<file path="config.mk">
export PLATFORM = sky130hd
export DESIGN_NAME = pad_ctrl
export DESIGN_NICKNAME = d
export VERILOG_FILES = /design/src/rtl/pong_pkg.sv /design/src/rtl/pad_debounce.sv /design/src/rtl/pad_ctrl.sv
export SDC_FILE = /design/constraint.sdc
export NUM_CORES = 1
export LEC_CHECK = 0
export BUFFER_PORTS_ARGS = -buffer_cell sky130_fd_sc_hd__buf_2
export CORE_UTILIZATION = 45
export CTS_CLUSTER_SIZE = 28
export DETAILED_ROUTE_END_ITERATION = 8
export PLACE_DENSITY = 0.68
export SYNTH_ARGS = -nofsm -noshare
export SYNTH_HDL_FRONTEND = slang
export SYNTH_SLANG_ARGS = --single-unit
</file>
<file path="constraint.sdc">
create_clock -name clk -period 2.83 [get_ports clk]
set_input_delay 0.566 -clock clk [delete_from_list [all_inputs] [get_ports clk]]
set_output_delay 0.566 -clock clk [all_outputs]
set_load 0.03 [all_outputs]
</file>
<file path="src/rtl/pong_pkg.sv">
// Shared definitions for the pong display: screen limits, coordinate type and
// the button debouncer state encoding.
package pong_pkg;

  localparam int X_MAX       = 639;
  localparam int Y_MAX       = 479;
  localparam int REFRESH_ROW = 481;

  typedef logic [9:0] coord_t;

  typedef enum logic [1:0] {
    S_LO   = 2'd0,
    CHK_HI = 2'd1,
    S_HI   = 2'd2,
    CHK_LO = 2'd3
  } deb_state_t;

  // Accepted button level implied by a debouncer state.
  function automatic logic deb_level(input deb_state_t s);
    return (s == S_HI) || (s == CHK_LO);
  endfunction

endpackage

</file>
<file path="src/rtl/pad_debounce.sv">
// Button conditioner: 2-flop synchronizer followed by a debounce FSM.
// The FSM state is the only output; the accepted level is decoded with deb_level().
module pad_debounce
  import pong_pkg::*;
#(
  parameter int DEBOUNCE_CYCLES = 1000000
) (
  input  logic       clk,
  input  logic       reset_n,
  input  logic       i_btn,
  output logic [1:0] o_state
);

  localparam int CW = (DEBOUNCE_CYCLES > 1) ? $clog2(DEBOUNCE_CYCLES) : 1;
  localparam logic [CW-1:0] CNT_LAST = CW'(DEBOUNCE_CYCLES - 1);

  logic [1:0]    r_sync;
  logic [CW-1:0] r_cnt;
  deb_state_t    r_state;
  logic          w_sync;

  assign w_sync  = r_sync[1];
  assign o_state = r_state;

  always_ff @(posedge clk or negedge reset_n) begin
    if (!reset_n) begin
      r_sync  <= '0;
      r_cnt   <= '0;
      r_state <= S_LO;
    end else begin
      r_sync <= {r_sync[0], i_btn};
      case (r_state)
        S_LO: begin
          if (w_sync) begin
            r_state <= CHK_HI;
            r_cnt   <= '0;
          end
        end
        CHK_HI: begin
          if (!w_sync)                r_state <= S_LO;
          else if (r_cnt == CNT_LAST) r_state <= S_HI;
          else                        r_cnt   <= r_cnt + 1'b1;
        end
        S_HI: begin
          if (!w_sync) begin
            r_state <= CHK_LO;
            r_cnt   <= '0;
          end
        end
        CHK_LO: begin
          if (w_sync)                 r_state <= S_HI;
          else if (r_cnt == CNT_LAST) r_state <= S_LO;
          else                        r_cnt   <= r_cnt + 1'b1;
        end
        default: r_state <= S_LO;
      endcase
    end
  end

endmodule

</file>
<file path="src/rtl/pad_ctrl.sv">
// Player paddle: debounced up/down buttons move the paddle once per frame,
// clamped to the screen. Optional acceleration is enabled by PAD_ACCEL_EN.
module pad_ctrl #(
  parameter int PAD_X_LEFT      = 20,
  parameter int PAD_WIDTH       = 10,
  parameter int PAD_HEIGHT      = 80,
  parameter int PAD_Y_INIT      = 200,
  parameter int PAD_STEP        = 4,
  parameter int PAD_STEP_MAX    = 12,
  parameter int Y_MAX           = 479,
  parameter int DEBOUNCE_CYCLES = 1000000
) (
  input  logic       clk,
  input  logic       reset_n,
  input  logic       btn_up,
  input  logic       btn_down,
  input  logic [9:0] x,
  input  logic [9:0] y,
  output logic [9:0] pad_t,
  output logic [9:0] pad_b,
  output logic [9:0] pad_l,
  output logic [9:0] pad_r,
  output logic       pad_on
);
  import pong_pkg::*;

  localparam logic [10:0] Y_LIM = 11'(Y_MAX + 1 - PAD_HEIGHT);

  logic [1:0]  w_up_state, w_dn_state;
  logic        w_up_lvl, w_dn_lvl, w_up_only, w_dn_only;
  logic        w_tick_cond, w_frame_tick;
  logic [10:0] w_step, w_y_ext, w_y_up, w_y_dn_raw, w_y_dn;
  logic [9:0]  r_pad_y;
  logic        r_tick_cond;

  pad_debounce #(.DEBOUNCE_CYCLES(DEBOUNCE_CYCLES)) u_deb_up (
    .clk(clk), .reset_n(reset_n), .i_btn(btn_up), .o_state(w_up_state)
  );
  pad_debounce #(.DEBOUNCE_CYCLES(DEBOUNCE_CYCLES)) u_deb_dn (
    .clk(clk), .reset_n(reset_n), .i_btn(btn_down), .o_state(w_dn_state)
  );

  assign w_up_lvl  = deb_level(deb_state_t'(w_up_state));
  assign w_dn_lvl  = deb_level(deb_state_t'(w_dn_state));
  assign w_up_only = w_up_lvl & ~w_dn_lvl;
  assign w_dn_only = w_dn_lvl & ~w_up_lvl;

  // The refresh-row condition lasts a whole pixel, so only its rising edge counts.
  assign w_tick_cond  = (y == 10'(REFRESH_ROW)) && (x == 10'd0);
  assign w_frame_tick = w_tick_cond & ~r_tick_cond;

`ifdef PAD_ACCEL_EN
  logic [10:0] r_step;
  logic [2:0]  r_acc_cnt;
  logic        r_dir;

  // Any break in a single-direction hold restarts the ramp.
  always_ff @(posedge clk or negedge reset_n) begin
    if (!reset_n) begin
      r_step    <= 11'(PAD_STEP);
      r_acc_cnt <= '0;
      r_dir     <= 1'b0;
    end else if (!(w_up_only || w_dn_only) || (w_dn_only != r_dir)) begin
      r_step    <= 11'(PAD_STEP);
      r_acc_cnt <= '0;
      r_dir     <= w_dn_only;
    end else if (w_frame_tick) begin
      r_acc_cnt <= r_acc_cnt + 3'd1;
      if (r_acc_cnt == 3'd7 && r_step < 11'(PAD_STEP_MAX))
        r_step <= r_step + 11'd1;
    end
  end

  assign w_step = r_step;
`else
  assign w_step = 11'(PAD_STEP);
`endif

  assign w_y_ext    = {1'b0, r_pad_y};
  assign w_y_up     = (w_y_ext < w_step) ? 11'd0 : (w_y_ext - w_step);
  assign w_y_dn_raw = w_y_ext + w_step;
  assign w_y_dn     = (w_y_dn_raw > Y_LIM) ? Y_LIM : w_y_dn_raw;

  always_ff @(posedge clk or negedge reset_n) begin
    if (!reset_n) begin
      r_pad_y     <= 10'(PAD_Y_INIT);
      r_tick_cond <= 1'b0;
    end else begin
      r_tick_cond <= w_tick_cond;
      if (w_frame_tick) begin
        if (w_up_only)      r_pad_y <= w_y_up[9:0];
        else if (w_dn_only) r_pad_y <= w_y_dn[9:0];
      end
    end
  end

  assign pad_t  = r_pad_y;
  assign pad_b  = r_pad_y + 10'(PAD_HEIGHT - 1);
  assign pad_l  = 10'(PAD_X_LEFT);
  assign pad_r  = 10'(PAD_X_LEFT + PAD_WIDTH - 1);
  assign pad_on = (x >= pad_l) && (x <= pad_r) && (y >= pad_t) && (y <= pad_b);

endmodule

</file>
==> key figures <==
Outcome
  • Status: finished with violations
  • Failing checks: negative setup slack

Detailed routing
  • Drt drc: 0
  • Routed Antenna Nets: 0
  • Via Count: 3517
  • First DRT Iteration DRCs: 160
  • Drt total wl: 9094 um
  • 1st-pass router iterations: 4
  • Via density: 5.556
  • WL/cell: 14.37 um

Synthesis
  • Simple-gate share of the synthesized area: 0.2509
  • Top cell type's share of synthesized area: 0.3392
  • Post-synth top area cell: dfrtp_1
  • Post-synth ARST share: 1.000
  • Sequential area share after synthesis: 0.3590
  • Top post-synthesis cells by area: dfrtp_1 (34%), ha_1 (7.2%), nand2_1 (4.8%)
  • Top FF cell, synth: dfrtp_1
  • Netlist cell types: 61
  • Adder-cell share of the synthesized area: 0.07224
  • Post-synthesis compound-gate area fraction: 0.1577
  • Cells after Synth: 464
  • Largest family of logic cells by synthesized area: simple AND/OR/NAND/NOR gates
  • Post-synth EDFFs: 0
  • Seq cells post-synth: 57
  • Avg Cell Area, Syn: 8.586 um2
  • Yosys warns: 0
  • Post-synthesis xor/xnor area fraction: 0.06124
  • Synthesized area: 3984 um2
  • Multiplexer share of the synthesized area: 0.01131

Global route
  • Initial antenna violation count: 0
  • Congestion Overflow GR: 0
  • First-pass GRT wire length: 15360 um
  • Number of global-route vias before repair: 3328
  • Largest net degree at the start of global routing: 24
  • GRT Total Usage: 0.2169

STA
  • Highest clock rate: 305.8 MHz
  • Hold Slack: 0.1431 ns
  • Unrepaired setup endpoints after global routing: yes
  • Final period utilization: 1.156
  • Rel. slew slack: 0.5268
  • Setup Skew: 0.01225 ns
  • Worst Slack Setup Final: -0.4406 ns
  • Worst-margin pin slew: 0.7072 ns
  • Final Hold Fails: 0
  • Fin. max-slew vios: 0
  • Final Setup Violations: 1
  • Post-layout min period: 3.271 ns

Place
  • HPWL Detailed: 6764 um
  • Pre-CTS WS: -0.1970 ns
  • Placed cell count: 614
  • IO Port Bufs: 40
  • GPL Wtd Cong: 0.9203

Job
  • Max_cap viols: 0

Clocking
  • Clock sinks: 57
  • Reg clk slew, reported paths: 0.07 ns
  • Clock Latency Late Sink: 0.33 ns
  • Clock buffer depth: 2
  • H-tree Lvls: 3
  • Root buffer cell: clkbuf_8
  • Num CTS Buffers: 9
  • TritonCTS clock tree: done
  • CTS Hold Buffers Added: 0

Setup path
  • Worst path required time: 2.26 ns
  • CP max FO: 3
  • CP arrival: 2.70 ns
  • Crit. End Element: primary output
  • Startpoint types: register
  • Kind of critical path: reg -> out

Finish
  • Most frequent cells in the layout: dfrtp_1 (53), nand2_1 (51), buf_2 (39), nor2_1 (35), buf_4 (28)
  • Fill cell count: 745
  • Multi-input logic area: 2366 um2
  • Share of cells above drive strength 1: 0.2045
  • FF/Latch Area: 1431 um2
  • Nets: 570
  • Ant. Diodes: 0
  • Finished Layout Cells: 633
  • Commonest non-fill, non-tap cell in the layout: dfrtp_1
  • Area grow syn2layout: 17.27%

Power
  • Maximum vdd drop: 0.3351 mV
  • Power Density: 420.0 nW/um2
  • Pwr Total: 1.962 mW
  • Leak pwr: 2.109 nW

Floorplanning
  • Placeable Area: 8382 um2
  • Row cnt: 33
  • Num ports: 65
  • Die Y: 96.09 um
  • Die Wd: 96.09 um
  • Starting Density: 0.4753
  • DIE AREA: 9233 um2

Worst hold path
  • Class of the worst hold path: in -> async
==> registers in the layout (all words and copies together) (netlist names) <==
register,flops
u_deb_dn.r_sync,2
pad_t,8
u_deb_up.r_sync,2
u_deb_dn.r_cnt,20
u_deb_up.o_state,2
r_tick_cond,1
u_deb_dn.o_state,2
u_deb_up.r_cnt,20
==> synth_stat cells, drive strengths merged, types with 6 or more instances <==
cell type and instances:
dfrtp 54, nand2 51, nor2 35, o21ai 34, buf 27, inv 25, ha 23, xnor2 20
nor3 18, nand3 17, clkbuf 14, a21oi 11, nand4 10, nor4 10, a21o 8, and3 8
nand2b 8, a22o 7, xor2 7, a31oi 6, nor4b 6
==> area by class of cell <==
class,count,area share
Tap cell,105,0.02812
Multi-Input combinational cell,363,0.5064
Timing Repair Buffer,67,0.08677
Clock buffer,11,0.03026
Sequential cell,57,0.3064
Clock inverter,5,0.02196
Inverter,25,0.02009
==> timing repair <==
action	CTS	global route
pin swaps	3	5
endpoints found under the setup margin	1	1
gates resized for setup	5	10
buffers inserted	1	2
==> critical path: stages, from the launching register on <==
cell     delay (ns)
dfstp_2        0.54
inv_2          0.05
ha_4           0.16
nor3_4         0.17
o21ai_1        0.09
xnor2_1        0.15
ha_1           0.31
buf_4          0.11
nand4_1        0.10
o31a_1         0.34
nor4_4         0.15
buf_4          0.20
==> final timing paths <==
check	cells after the start	slack [ns]	start	to
worst max-delay path	11	-0.44	pad_t[3]$_DFFE_PN1P_	pad_on
worst min-delay path	1	0.14	reset_n	u_deb_up.r_cnt[16]$_DFFE_PN0P_
worst max register to register	7	0.37	pad_t[4]$_DFFE_PN0P_	pad_t[2]$_DFFE_PN0P_
worst min register to register	0	0.35	u_deb_dn.r_sync[0]$_DFF_PN0_	u_deb_dn.r_sync[1]$_DFF_PN0_
max in group asynchronous	2	1.98	reset_n	pad_t[7]$_DFFE_PN1P_
min in group clk	1	0.34	btn_up	u_deb_up.r_sync[0]$_DFF_PN0_
==> cells by family (layout without fill, tap and decap cells) <==
logic type	Yosys count	count (layout)
compound gates	95	95
simple gates	191	191
other cells	2	24
flops	57	57
mux	3	3
xor+xnor	27	27
buf+inv	66	108
fa+ha+maj	23	23
==> metal layers <==
metal | wire, um | vias up | global-route usage | part of all wire
met5 | 0 | - | 0 | 0
met4 | 77 | 0 | 0.06592 | 0.0085
met2 | 4371 | 98 | 0.3593 | 0.48
met3 | 409 | 8 | 0.05213 | 0.045
met1 | 4236 | 1680 | 0.2791 | 0.47
li1 | - | 1731 | - | -
==> metrics by stage <==
stage,cell area [um2],util,setup TNS [ns]
after floorplan,4083,-,-0.4055
after global placement,4347,0.5186,-0.1205
after detailed placement,4347,0.5186,-0.1970
after CTS,4614,0.5505,-0.4657
after global routing,4672,0.5574,-0.5722
final,4672,0.5574,-0.4406
==> power breakdown <==
part / switching, mW / internal [mW] / leakage (nW) / total [mW]
registers: 0.0197 / 0.833 / 0.755 / 0.853
clock network: 0.325 / 0.608 / 0.120 / 0.933
logic: 0.124 / 0.0516 / 1.23 / 0.176
total: 0.469 / 1.49 / 2.11 / 1.96
(Power assumes the default switching activity.)
